<file path="src/rtl/core_c1_mem_arb_if.sv">
// Bundle of the fetch, load/store and memory-port signals around core_c1_mem_arb.
// The arbiter takes the slave view; requesters and the memory model take the master view.
interface core_c1_mem_arb_if;
    // Instruction fetch
    logic        ifu_req;
    logic [31:0] ifu_addr;
    logic        ifu_gnt;
    logic        ifu_rvalid;
    logic [31:0] ifu_rdata;

    // Load/store unit
    logic        lsu_req;
    logic        lsu_we;
    logic [31:0] lsu_addr;
    logic [31:0] lsu_wdata;
    logic [1:0]  lsu_size;
    logic        lsu_gnt;
    logic        lsu_rvalid;
    logic [31:0] lsu_rdata;

    // Memory port
    logic        mem_en;
    logic        mem_we;
    logic [31:0] mem_addr;
    logic [31:0] mem_wdata;
    logic [1:0]  mem_size;
    logic [31:0] mem_rdata;

    // Execution stall
    logic        exu_pause;

    modport master (
        output ifu_req, ifu_addr,
        input  ifu_gnt, ifu_rvalid, ifu_rdata,
        output lsu_req, lsu_we, lsu_addr, lsu_wdata, lsu_size,
        input  lsu_gnt, lsu_rvalid, lsu_rdata,
        input  mem_en, mem_we, mem_addr, mem_wdata, mem_size,
        output mem_rdata,
        input  exu_pause
    );

    modport slave (
        input  ifu_req, ifu_addr,
        output ifu_gnt, ifu_rvalid, ifu_rdata,
        input  lsu_req, lsu_we, lsu_addr, lsu_wdata, lsu_size,
        output lsu_gnt, lsu_rvalid, lsu_rdata,
        output mem_en, mem_we, mem_addr, mem_wdata, mem_size,
        input  mem_rdata,
        output exu_pause
    );
endinterface

</file>
<file path="src/rtl/core_c1_mem_arb.sv">
// Fetch/LSU arbiter for the single-port synchronous memory, LSU has fixed priority.
// Define CORE_C1_ARB_STREAK_GUARD_EN to let IFU win after MAX_LSU_STREAK contested LSU grants.
module core_c1_mem_arb #(
    parameter int unsigned MAX_LSU_STREAK = 4
) (
    input logic              clk,
    input logic              rst,
    core_c1_mem_arb_if.slave bus
);

    typedef enum logic [1:0] {
        OwnNone = 2'd0,
        OwnIfu  = 2'd1,
        OwnLsu  = 2'd2
    } owner_e;

    owner_e rsp_owner_q, rsp_owner_d;

    logic ifu_elig;
    logic lsu_elig;
    logic force_ifu;
    logic ifu_gnt;
    logic lsu_gnt;
    logic ifu_rvalid;
    logic lsu_rvalid;

    // A requester holds its request into its own response cycle; it must not be re-granted then.
    assign ifu_elig = bus.ifu_req && (rsp_owner_q != OwnIfu);
    assign lsu_elig = bus.lsu_req && (rsp_owner_q != OwnLsu);

`ifdef CORE_C1_ARB_STREAK_GUARD_EN
    localparam logic [3:0] MaxStreak = 4'(MAX_LSU_STREAK);

    logic [3:0] lsu_streak_q, lsu_streak_d;

    assign force_ifu = ifu_elig && lsu_elig && (lsu_streak_q == MaxStreak);

    always_comb begin
        lsu_streak_d = lsu_streak_q;
        if (!ifu_elig || ifu_gnt) begin
            lsu_streak_d = 4'd0;
        end else if (lsu_gnt && (lsu_streak_q != 4'hF)) begin
            lsu_streak_d = lsu_streak_q + 4'd1;
        end
    end

    always_ff @(posedge clk) begin
        if (rst) begin
            lsu_streak_q <= 4'd0;
        end else begin
            lsu_streak_q <= lsu_streak_d;
        end
    end
`else
    logic [3:0] unused_max_lsu_streak;

    assign unused_max_lsu_streak = 4'(MAX_LSU_STREAK);
    assign force_ifu             = 1'b0;
`endif

    // Grants are suppressed while reset is asserted so no access reaches memory.
    always_comb begin
        ifu_gnt = 1'b0;
        lsu_gnt = 1'b0;
        if (!rst) begin
            if (lsu_elig && !force_ifu) begin
                lsu_gnt = 1'b1;
            end else if (ifu_elig) begin
                ifu_gnt = 1'b1;
            end
        end
    end

    always_comb begin
        rsp_owner_d = OwnNone;
        if (ifu_gnt) begin
            rsp_owner_d = OwnIfu;
        end else if (lsu_gnt && !bus.lsu_we) begin
            rsp_owner_d = OwnLsu;
        end
    end

    always_ff @(posedge clk) begin
        if (rst) begin
            rsp_owner_q <= OwnNone;
        end else begin
            rsp_owner_q <= rsp_owner_d;
        end
    end

    // A read pending when reset hits is dropped, including in the reset cycle itself.
    assign ifu_rvalid = !rst && (rsp_owner_q == OwnIfu);
    assign lsu_rvalid = !rst && (rsp_owner_q == OwnLsu);

    always_comb begin
        bus.mem_en    = 1'b0;
        bus.mem_we    = 1'b0;
        bus.mem_addr  = 32'd0;
        bus.mem_wdata = 32'd0;
        bus.mem_size  = 2'd0;
        if (ifu_gnt) begin
            bus.mem_en   = 1'b1;
            bus.mem_addr = bus.ifu_addr;
        end else if (lsu_gnt) begin
            bus.mem_en    = 1'b1;
            bus.mem_we    = bus.lsu_we;
            bus.mem_addr  = bus.lsu_addr;
            bus.mem_wdata = bus.lsu_wdata;
            bus.mem_size  = bus.lsu_size;
        end
    end

    assign bus.ifu_gnt    = ifu_gnt;
    assign bus.lsu_gnt    = lsu_gnt;
    assign bus.ifu_rvalid = ifu_rvalid;
    assign bus.lsu_rvalid = lsu_rvalid;
    assign bus.ifu_rdata  = bus.mem_rdata;
    assign bus.lsu_rdata  = bus.mem_rdata;

    // Stores finish at grant, loads when their data returns.
    assign bus.exu_pause = bus.lsu_req && (bus.lsu_we ? !lsu_gnt : !lsu_rvalid);

endmodule
</file>
<file path="src/flat_wrapper.sv">
// flat-port wrapper written by rule: the top's interface ports become plain ports
module core_c1_mem_arb_flat 
#(
    parameter int unsigned MAX_LSU_STREAK = 4
)
  (clk, rst, bus_ifu_req, bus_ifu_addr, bus_ifu_gnt, bus_ifu_rvalid, bus_ifu_rdata, bus_lsu_req, bus_lsu_we, bus_lsu_addr, bus_lsu_wdata, bus_lsu_size, bus_lsu_gnt, bus_lsu_rvalid, bus_lsu_rdata, bus_mem_en, bus_mem_we, bus_mem_addr, bus_mem_wdata, bus_mem_size, bus_mem_rdata, bus_exu_pause);
  core_c1_mem_arb_if bus_i ();
  input logic clk;
  input logic rst;
  input wire logic [$bits(bus_i.ifu_req)-1:0] bus_ifu_req;
  input wire logic [$bits(bus_i.ifu_addr)-1:0] bus_ifu_addr;
  output wire logic [$bits(bus_i.ifu_gnt)-1:0] bus_ifu_gnt;
  output wire logic [$bits(bus_i.ifu_rvalid)-1:0] bus_ifu_rvalid;
  output wire logic [$bits(bus_i.ifu_rdata)-1:0] bus_ifu_rdata;
  input wire logic [$bits(bus_i.lsu_req)-1:0] bus_lsu_req;
  input wire logic [$bits(bus_i.lsu_we)-1:0] bus_lsu_we;
  input wire logic [$bits(bus_i.lsu_addr)-1:0] bus_lsu_addr;
  input wire logic [$bits(bus_i.lsu_wdata)-1:0] bus_lsu_wdata;
  input wire logic [$bits(bus_i.lsu_size)-1:0] bus_lsu_size;
  output wire logic [$bits(bus_i.lsu_gnt)-1:0] bus_lsu_gnt;
  output wire logic [$bits(bus_i.lsu_rvalid)-1:0] bus_lsu_rvalid;
  output wire logic [$bits(bus_i.lsu_rdata)-1:0] bus_lsu_rdata;
  output wire logic [$bits(bus_i.mem_en)-1:0] bus_mem_en;
  output wire logic [$bits(bus_i.mem_we)-1:0] bus_mem_we;
  output wire logic [$bits(bus_i.mem_addr)-1:0] bus_mem_addr;
  output wire logic [$bits(bus_i.mem_wdata)-1:0] bus_mem_wdata;
  output wire logic [$bits(bus_i.mem_size)-1:0] bus_mem_size;
  input wire logic [$bits(bus_i.mem_rdata)-1:0] bus_mem_rdata;
  output wire logic [$bits(bus_i.exu_pause)-1:0] bus_exu_pause;
  assign bus_i.ifu_req = bus_ifu_req;
  assign bus_i.ifu_addr = bus_ifu_addr;
  assign bus_ifu_gnt = bus_i.ifu_gnt;
  assign bus_ifu_rvalid = bus_i.ifu_rvalid;
  assign bus_ifu_rdata = bus_i.ifu_rdata;
  assign bus_i.lsu_req = bus_lsu_req;
  assign bus_i.lsu_we = bus_lsu_we;
  assign bus_i.lsu_addr = bus_lsu_addr;
  assign bus_i.lsu_wdata = bus_lsu_wdata;
  assign bus_i.lsu_size = bus_lsu_size;
  assign bus_lsu_gnt = bus_i.lsu_gnt;
  assign bus_lsu_rvalid = bus_i.lsu_rvalid;
  assign bus_lsu_rdata = bus_i.lsu_rdata;
  assign bus_mem_en = bus_i.mem_en;
  assign bus_mem_we = bus_i.mem_we;
  assign bus_mem_addr = bus_i.mem_addr;
  assign bus_mem_wdata = bus_i.mem_wdata;
  assign bus_mem_size = bus_i.mem_size;
  assign bus_i.mem_rdata = bus_mem_rdata;
  assign bus_exu_pause = bus_i.exu_pause;
  core_c1_mem_arb #(.MAX_LSU_STREAK(MAX_LSU_STREAK)) u_core (.clk(clk), .rst(rst), .bus(bus_i));
endmodule
</file>
<file path="config.mk">
export PLATFORM = sky130hd
export DESIGN_NAME = core_c1_mem_arb_flat
export DESIGN_NICKNAME = d
export VERILOG_FILES = /design/src/rtl/core_c1_mem_arb_if.sv /design/src/rtl/core_c1_mem_arb.sv /design/src/flat_wrapper.sv
export SDC_FILE = /design/constraint.sdc
export NUM_CORES = 1
export LEC_CHECK = 0
export CORE_AREA = 2 2 106 108
export CTS_CLUSTER_SIZE = 10
export DETAILED_ROUTE_END_ITERATION = 10
export DIE_AREA = 0 0 108 110
export GPL_TIMING_DRIVEN = 0
export MAX_ROUTING_LAYER = met4
export PLACE_DENSITY = 0.66
export SYNTH_ARGS = -nofsm -noshare
export SYNTH_HDL_FRONTEND = slang
export SYNTH_SLANG_ARGS = --single-unit
</file>
<file path="constraint.sdc">
create_clock -name clk -period 1.9 [get_ports clk]
set_clock_uncertainty 0.05 [all_clocks]
set_input_delay 0.285 -clock clk [delete_from_list [all_inputs] [get_ports clk]]
set_output_delay 0.285 -clock clk [all_outputs]
set_load 0.01 [all_outputs]
</file>
==> run summary, run 1 <==
pwr dens = 273.7 nW/µm²
vias in the first global route = 2080
RePlAce Congestion = 0.7147
Tot GR Track Use = 11.01%
Filler cells = 1119
most flop-heavy register = u_core.rsp_owner_q
Tmin final = 1928 ps
area grow syn2layout = 206.1%
worst hold path type = primary input to flip-flop
hold slack = 629.7 ps
CTS root buf = clkbuf_8
final core utilization = 35.56%
Core Rows = 38
layout cells sized above 1 = 37.07%
Critical Path RT = 1560 ps
Avg Cell Area, Syn = 7.576 µm²
Die Height = 110 µm
TritonCTS buffer count = 3
largest cells by area after synthesis = buf_4, a32o_1, and2_1
number of diodes = 0
Core Area = 10700 µm²
Skew-Pair Late Insertion Delay = 210 ps
CP Data Arrival Time = 1590 ps
post-detailed-routing wire length = 7633 µm
synth warn = 0
first-pass GRT wire length = 10050 µm
Slew Viols, Final = 0
die area = 11880 µm²
max_slew headroom = 82.01%
Final HPWL DP = 6620 µm
Final setup violation count = 11
DR iter-0 viols = 53
Fmax achieved = 518.5 MHz
RSZ-0062 raised after global routing = yes
Static Leak = 1.689 nW
violated checks = setup timing
Starting Density = 11.61%
Most Frequent Cell on Critical Path = buf_8
Max Buffers Root-to-Sink = 2
Max-cap violations = 0
period utilization = 101.5%
CP Cell Sequence = nand2b_4 > and3b_1 > buf_6 > buf_8 > buf_8 > a32o_1 > buf_2
Seq/Total Area, Yosys = 3.223%
outcome = finished, violations left
largest fanout on the critical path = 10
clk slew on worst S/H paths = 30 ps
Die X-Extent = 108 µm
global route overflow = 0
Vias = 2137
kind of critical path = flip-flop to output pin
dpl ws = -975.3 ps
flop and latch count out of synthesis = 2
Largest regs = u_core.rsp_owner_q x2
Final Hold Vio Count = 0
drc violations = 0
Storage cell area = 42.54 µm²
Synth area leader = buf_4
max FFs per register = 2
CP startpoint kind = flip-flop
Mapped Area = 1242 µm²
largest net degree at the start of global routing = 11
Yosys cell types = 18
worst setup margin = -28.49 ps
Mapped Cells = 164
I/O Pins = 272
post-route antenna net violation count = 0
CP endpoint kind = output pin
via density per instance = 3.885
Final nets = 547
multi-input logic area = 658.1 µm²
post-DR wirelength/cell = 13.88 µm
initial antenna violation count = 0
CTS tree = done
TritonRoute pass-1 iters = 4
measured slew at the worst slew-check pin = 268.8 ps
Mapped Nets = 299
share of the synthesized area in the top cell type = 38.67%
Critical Path Slowest Stage Cell = dfxtp_2
H-Tree Level Count = 1
CTS sink cnt = 2
Max VDD drop = 0.2629 mV
peak per-stage delay on the critical path = 310 ps
port bufs = 239
-- through the flow --
| stage | area [µm²] | std cells | power [W] | setup TNS, ps |
|---|---|---|---|---|
| 2_1_floorplan | 1242 | 164 | 0.0003561 | 0 |
| 3_3_place_gp | 3810 | 543 | 0.0008983 | -52050 |
| 3_5_place_dp | 3810 | 543 | 0.0009050 | -52800 |
| 4_1_cts | 3923 | 549 | 0.001066 | -750.0 |
| 5_1_grt | 3804 | 550 | 0.001105 | -1470 |
| 6_report | 3804 | 550 | 0.001041 | -164.0 |
-- worst max-delay path: cells and delay by family, from the launching register on --
family	cells	cell delay [ps]
buffers and inverters	4	560
AND/OR/NAND/NOR	2	310
flip-flops	1	310
AO/OA/AOI/OAI	1	210
-- cell usage after synthesis (all sizes together) --
cell,instances
buf,72
and2,37
a32o,32
clkbuf,7
nor2,3
nor2b,3
dfxtp,2
nand2b,2
a21oi,1
and3b,1
nor3,1
o21a,1
o21ai,1
xor2,1
-- what timing repair did --
item                                   in CTS  in global routing
hold buffers                                0                  0
setup endpoints to repair                  71                 60
gates cloned                                0                  1
buffers inserted                            3                  0
pin swaps                                   1                  0
endpoints found under the hold margin       0                  0
resized for setup                         212                 52
-- path summary, 6_finish.rpt --
check                          endpoint  slack (ps)  cells after the start             startpoint
setup / recovery       bus_mem_addr[22]         -30                      7  u_core.rsp_owner_q[0]
hold reg to reg   u_core.rsp_owner_q[0]         920                      5  u_core.rsp_owner_q[1]
hold / removal    u_core.rsp_owner_q[1]         630                      2             bus_lsu_we
setup reg to reg  u_core.rsp_owner_q[1]         680                      5  u_core.rsp_owner_q[0]
-- area by class of cell --
cell class,instances,area share (%)
Sequential cell,2,1.118
Clock buffer,3,1.086
Multi-Input combinational cell,83,17.30
Buffer,79,17.63
Tap cell,140,4.605
Timing Repair Buffer,243,58.26
-- placed cells by master (no fill, tap or decap), types with 2 or more instances in the layout --
cell,Yosys,final
a32o_1,32,32
buf_8,0,2
buf_4,64,68
dfxtp_2,0,2
nor2_1,3,3
clkdlybuf4s15_1,0,7
nor2b_2,0,2
dlygate4sd2_1,0,6
clkdlybuf4s15_2,0,13
clkbuf_8,0,10
clkdlybuf4s50_1,0,165
and2_1,37,37
buf_2,6,24
buf_6,2,5
clkbuf_2,1,23
-- cell families after synthesis --
group	Yosys count	synth area share, %
compound gates	35	27.19
xor+xnor	1	0.7051
flops	2	3.223
buf+inv	79	45.12
simple gates	47	23.77
-- power by group --
group	internal, W	switching [W]	total (W)
sequential	0.0000447	0.00000186	0.0000466
clock	0.000134	0.0000321	0.000166
combinational	0.000549	0.000280	0.000828
-- routing by layer --
layer | routed length [µm] | vias up | GRT usage (%)
li1 | - | 1011 | -
met1 | 2538 | 974 | 10.81
met2 | 4192 | 150 | 22.24
met3 | 890 | 2 | 2.822
met4 | 12 | 0 | 1.374
met5 | 0 | - | -
Note: power is estimated with default switching activity, not from simulation.
==> inputs of run 2 (changes only) <==
Settings changed: REMOVE_ABC_BUFFERS set to 1.
==> run 2 against run 1 <==
  * The run still ends with setup timing left
  * Register-to-register slack lost 210 ps
  * Design area shrank 21%
  * Worst setup slack lost 21 ps
  * Sequential share of layout area grew 0.38 points
  * Utilization shrank 7.4 points
  * Sequential power shrank 2%
  * Hold slack lost 210 ps
  * Non-clock buffer count shrank 116
  * Via count shrank 11%
  * Largest power group unchanged
  * Highest routed layer unchanged
==> run summary, run 2 (synthesis results as in run 1) <==
Storage cell area = 45.04 µm² (+5.9%)
I/O Pins = 272 (unchanged)
CP endpoint kind = output pin
die area = 11880 µm² (unchanged)
violated checks = setup timing
Core Area = 10700 µm² (unchanged)
max FFs per register = 2 (unchanged)
Max VDD drop = 0.1238 mV (-53%)
fin cells = 437 (-21%)
most flop-heavy register = u_core.rsp_owner_q
Final Hold Vio Count = 0 (unchanged)
Slew Viols, Final = 0 (unchanged)
measured slew at the worst slew-check pin = 239.8 ps (-29.05 ps)
CTS tree = done
max_slew headroom = 84.02% (+2.0 points)
Max-cap violations = 0 (unchanged)
Post-Place Cells = 402 (-26%)
TritonRoute pass-1 iters = 6 (+2)
vias in the first global route = 2029 (-2.5%)
Top delay family on crit path = buffers and inverters
via density per instance = 4.364 (+12%)
Most Frequent Cell on Critical Path = buf_12
global route overflow = 0 (unchanged)
Filler cells = 1192 (+6.5%)
Tot Pwr = 0.0009063 W (-13%)
Vias = 1907 (-11%)
Fmax achieved = 513.1 MHz (-1.1%)
Core Rows = 38 (unchanged)
kind of critical path = flip-flop to output pin
post-detailed-routing wire length = 13350 µm (+75%)
Largest regs = u_core.rsp_owner_q x2
Max Buffers Root-to-Sink = 2 (unchanged)
TritonCTS buffer count = 3 (unchanged)
port bufs = 175 (-27%)
Final setup violation count = 12 (+1)
Static Leak = 1.363 nW (-19%)
pwr dens = 300.9 nW/µm² (+10%)
drc violations = 0 (unchanged)
Starting Density = 11.61% (unchanged)
H-Tree Level Count = 1 (unchanged)
RePlAce Congestion = 0.9470 (+33%)
CP Cell Sequence = nand2b_4 > and3b_4 > buf_12 > buf_6 > buf_12 > buf_12 > and2_4 > buf_6
most frequent cells in the layout = clkdlybuf4s50_1, buf_2, a32o_1
initial antenna violation count = 0 (unchanged)
clk slew on worst S/H paths = 30 ps (about the same)
layout cells sized above 1 = 43.77% (+6.7 points)
worst hold path type = primary input to flip-flop
first-pass GRT wire length = 16720 µm (+66%)
multi-input logic area = 748.2 µm² (+14%)
Tmin final = 1949 ps (+20.62 ps)
CP Buf/Inv Count = 5 (+1)
largest net degree at the start of global routing = 13 (+2)
CTS root buf = clkbuf_8
commonest non-fill, non-tap cell in the layout = clkdlybuf4s50_1
post-DR wirelength/cell = 30.54 µm (+120%)
CP startpoint kind = flip-flop
CTS sink cnt = 2 (unchanged)
Critical Path Slowest Stage Cell = dfxtp_2
RSZ-0062 raised after global routing = yes
area grow syn2layout = 142.4%
CTS Hold Bufs = 0 (unchanged)
Tot GR Track Use = 21.94% (+11 points)
DR iter-0 viols = 77 (+45%)
Critical Path RT = 1560 ps (about the same)
largest fanout on the critical path = 5 (-5)
Skew-Pair Late Insertion Delay = 210 ps (about the same)
Die Height = 110 µm (unchanged)
number of diodes = 0 (unchanged)
Die X-Extent = 108 µm (unchanged)
period utilization = 102.6% (+1.1 points)
outcome = finished, violations left
peak per-stage delay on the critical path = 300 ps (about the same)
Final HPWL DP = 9959 µm (+50%)
Final nets = 434 (-21%)
CP Data Arrival Time = 1610 ps (+20 ps)
post-route antenna net violation count = 0 (unchanged)
worst setup margin = -49.11 ps (-20.62 ps)
run 2: changes by cell type in the layout (fill, tap and decap cells not counted), moves of 17 or more:
cell and change:
clkdlybuf4s50_1 -65, clkbuf_2 -17, buf_2 +22, buf_4 -59, buf_6 +19
run 2: per-layer routing:
layer | global-route usage (%) | vias to the layer above | share of wire, %
met5 | - | - | 0
met4 | 6.136 | 0 | 3.2
met3 | 17.58 | 12 | 20
met2 | 33.60 | 218 | 42
met1 | 21.48 | 884 | 34
li1 | - | 793 | -
run 2: path summary, 6_finish.rpt:
kind,from,to,slack [ps],cells after the start
worst max register to register,u_core.rsp_owner_q[0],u_core.rsp_owner_q[1],470,6
worst max-delay path,u_core.rsp_owner_q[0],bus_mem_wdata[15],-50,8
worst min-delay path,bus_lsu_we,u_core.rsp_owner_q[1],420,2
worst min register to register,u_core.rsp_owner_q[1],u_core.rsp_owner_q[0],820,4
run 2: layout make-up:
type	count	share of cell area, %
tap	140	5.816
clock buffer	3	1.371
multi-input combinational	86	24.84
sequential	2	1.496
timing repair buffer	206	66.47
run 2: metrics by stage:
step           setup slack (ps)  TNS [ps]  instance area [µm²]  hold WS (ps)  utilization, %
2_1_floorplan            -345.1    -21540                681.9         306.6               -
3_3_place_gp              -2132   -133750                 2609         520.2           24.39
3_5_place_dp             -926.2    -58810                 2671         520.2           24.97
4_1_cts                  -83.24    -615.5                 2925         408.2           27.35
5_1_grt                  -95.87     -1133                 3012         429.1           28.15
6_report                 -49.11    -430.8                 3012         423.1           28.15
run 2: where the power goes:
group          switching (W)  leakage [nW]  internal (W)
Sequential        0.00000201        0.0175     0.0000438
Clock              0.0000299        0.0216      0.000134
Combinational       0.000260          1.32      0.000437
run 2: timing repair:
item | in CTS | in global routing
setup buffers | 21 | 1
pin swaps | 4 | 8
cloned | 10 | 1
setup endpoints to repair | 71 | 41
resized for setup | 302 | 42
run 2: worst reg2reg max path: cells and delay by family (launching register included):
kind                   cells  cell delay, ps
buffers and inverters      3             430
and+or+nand+nor            3             530
DFF                        1             300
==> inputs of run 3 (changes only) <==
Settings changed: SKIP_LAST_GASP set to 1.
==> run 3 against run 2 <==
  * The flow still finishes with violations (setup timing)
  * Sequential power is essentially flat
  * Critical path type unchanged
  * First-iteration DRC count shrank 10%
  * Sequential share of layout area is essentially flat
  * Routed wire length shrank 0.47%
  * Utilization shrank 0.21 points
  * Via count grew 2.3%
  * Final cell count shrank 0.23%
  * Power shrank 0.74%
  * Flip-flop and latch count is the same
  * Combinational power shrank 1%
==> run summary, run 3 (synthesis results as in run 1) <==
Max Buffers Root-to-Sink = 2 (unchanged)
first-pass GRT wire length = 16710 µm (about the same)
area grow syn2layout = 140.6%
Tot GR Track Use = 21.92% (about the same)
TritonCTS buffer count = 3 (unchanged)
final core utilization = 27.94% (-0.21 points)
global route overflow = 0 (unchanged)
layout cells sized above 1 = 43.58% (-0.19 points)
Vias = 1951 (+2.3%)
Final nets = 433 (-0.23%)
DR WL met3 = 2672 µm (+0.91%)
top routing layer used = met4
clk slew on worst S/H paths = 30 ps (about the same)
Tot Pwr = 0.0008997 W (-0.74%)
Final HPWL DP = 9959 µm (unchanged)
Critical Path RT = 1560 ps (about the same)
CTS root buf = clkbuf_8
CP Data Arrival Time = 1620 ps (about the same)
CP Cell Sequence = nand2b_4 > and3b_4 > buf_12 > buf_6 > buf_12 > buf_12 > and2_4 > buf_6
worst setup margin = -56.60 ps (-7.486 ps)
Die X-Extent = 108 µm (unchanged)
most frequent cells in the layout = clkdlybuf4s50_1, buf_2, a32o_1
max FFs per register = 2 (unchanged)
Most Frequent Cell on Critical Path = buf_12
Critical Path Slowest Stage Cell = dfxtp_2
I/O Pins = 272 (unchanged)
worst hold path type = primary input to flip-flop
drc violations = 0 (unchanged)
Post-Place Cells = 402 (unchanged)
CTS sink cnt = 2 (unchanged)
die area = 11880 µm² (unchanged)
number of diodes = 0 (unchanged)
TritonRoute pass-1 iters = 6 (unchanged)
Tmin final = 1957 ps (+7.486 ps)
multi-input logic area = 748.2 µm² (unchanged)
Core Area = 10700 µm² (unchanged)
Final Hold Vio Count = 0 (unchanged)
Design Area, Final = 2989 µm² (-0.75%)
Core Rows = 38 (unchanged)
vias in the first global route = 2012 (-0.84%)
CTS tree = done
largest fanout on the critical path = 5 (unchanged)
post-DR wirelength/cell = 30.47 µm (-0.24%)
most flop-heavy register = u_core.rsp_owner_q
met1 WL = 4562 µm (-0.83%)
Starting Density = 11.61% (unchanged)
violated checks = setup timing
Slew Viols, Final = 0 (unchanged)
measured slew at the worst slew-check pin = 237.2 ps (-2.521 ps)
initial antenna violation count = 0 (unchanged)
largest net degree at the start of global routing = 13 (unchanged)
CP endpoint kind = output pin
Max VDD drop = 0.1361 mV (+10%)
RePlAce Congestion = 0.9470 (unchanged)
RSZ-0062 raised after global routing = yes
H-Tree Level Count = 1 (unchanged)
max_slew headroom = 84.18% (+0.17 points)
CTS Hold Bufs = 0 (unchanged)
DR iter-0 viols = 69 (-10%)
Storage cell area = 45.04 µm² (unchanged)
port bufs = 175 (unchanged)
Largest regs = u_core.rsp_owner_q x2
period utilization = 103.0% (+0.39 points)
commonest non-fill, non-tap cell in the layout = clkdlybuf4s50_1
kind of critical path = flip-flop to output pin
Final setup violation count = 12 (unchanged)
Filler cells = 1184 (-0.67%)
Static Leak = 1.363 nW (about the same)
fin cells = 436 (-0.23%)
pwr dens = 301.0 nW/µm² (about the same)
Skew-Pair Late Insertion Delay = 210 ps (about the same)
via density per instance = 4.475 (+2.5%)
CP startpoint kind = flip-flop
Max-cap violations = 0 (unchanged)
post-route antenna net violation count = 0 (unchanged)
peak per-stage delay on the critical path = 300 ps (about the same)
Die Height = 110 µm (unchanged)
outcome = finished, violations left
routed wl met2 = 5756 µm (+1.6%)
Final TNS setup = -431.7 ps (-0.8550 ps)
Fmax achieved = 511.1 MHz (-0.38%)
Placed Area = 2671 µm² (unchanged)
post-detailed-routing wire length = 13280 µm (-0.47%)
[run 3: routing by layer]
| layer | vias to the layer above | global-route usage [%] |
|---|---|---|
| met5 | - | - |
| met4 | 0 | 4.853 |
| met3 | 14 | 17.64 |
| met2 | 229 | 34.05 |
| met1 | 916 | 21.55 |
| li1 | 792 | - |
[run 3: worst max-delay path: cells and delay by family (launching register included)]
| kind | cells | cell delay [ps] |
|---|---|---|
| buffers and inverters | 5 | 600 |
| and+or+nand+nor | 3 | 500 |
| DFF | 1 | 300 |
[run 3: metrics by stage]
stage,worst slack [ps],hold WS [ps]
after detailed placement,-926.2,520.2
final,-56.60,428.3
after global placement,-2132,520.2
after floorplan,-345.1,306.6
after CTS,-123.5,408.2
after global routing,-95.54,429.1
[run 3: worst paths after layout]
path,start,endpoint,slack (ps),depth (start not counted)
max reg2reg,u_core.rsp_owner_q[0],u_core.rsp_owner_q[1],470,6
max,u_core.rsp_owner_q[0],bus_mem_wdata[15],-60,8
min reg2reg,u_core.rsp_owner_q[1],u_core.rsp_owner_q[0],820,4
min,bus_lsu_we,u_core.rsp_owner_q[1],430,2
[run 3: layout make-up]
cell class                      count  share of cell area (%)
Tap cell                          140                   5.860
Timing Repair Buffer              205                   66.22
Clock buffer                        3                   1.381
Multi-Input combinational cell     86                   25.03
Sequential cell                     2                   1.507
[run 3: power by group]
group | total (W) | switching [W] | internal [W]
Clock | 0.000164 | 0.0000302 | 0.000134
Combinational | 0.000690 | 0.000259 | 0.000431
Sequential | 0.0000457 | 0.00000198 | 0.0000438
[run 3: repair_timing]
action,in CTS,in global routing
buffers inserted,21,1
endpoints found under the setup margin,71,43
gates resized for setup,296,49
gates cloned,10,0
pin swaps,4,7
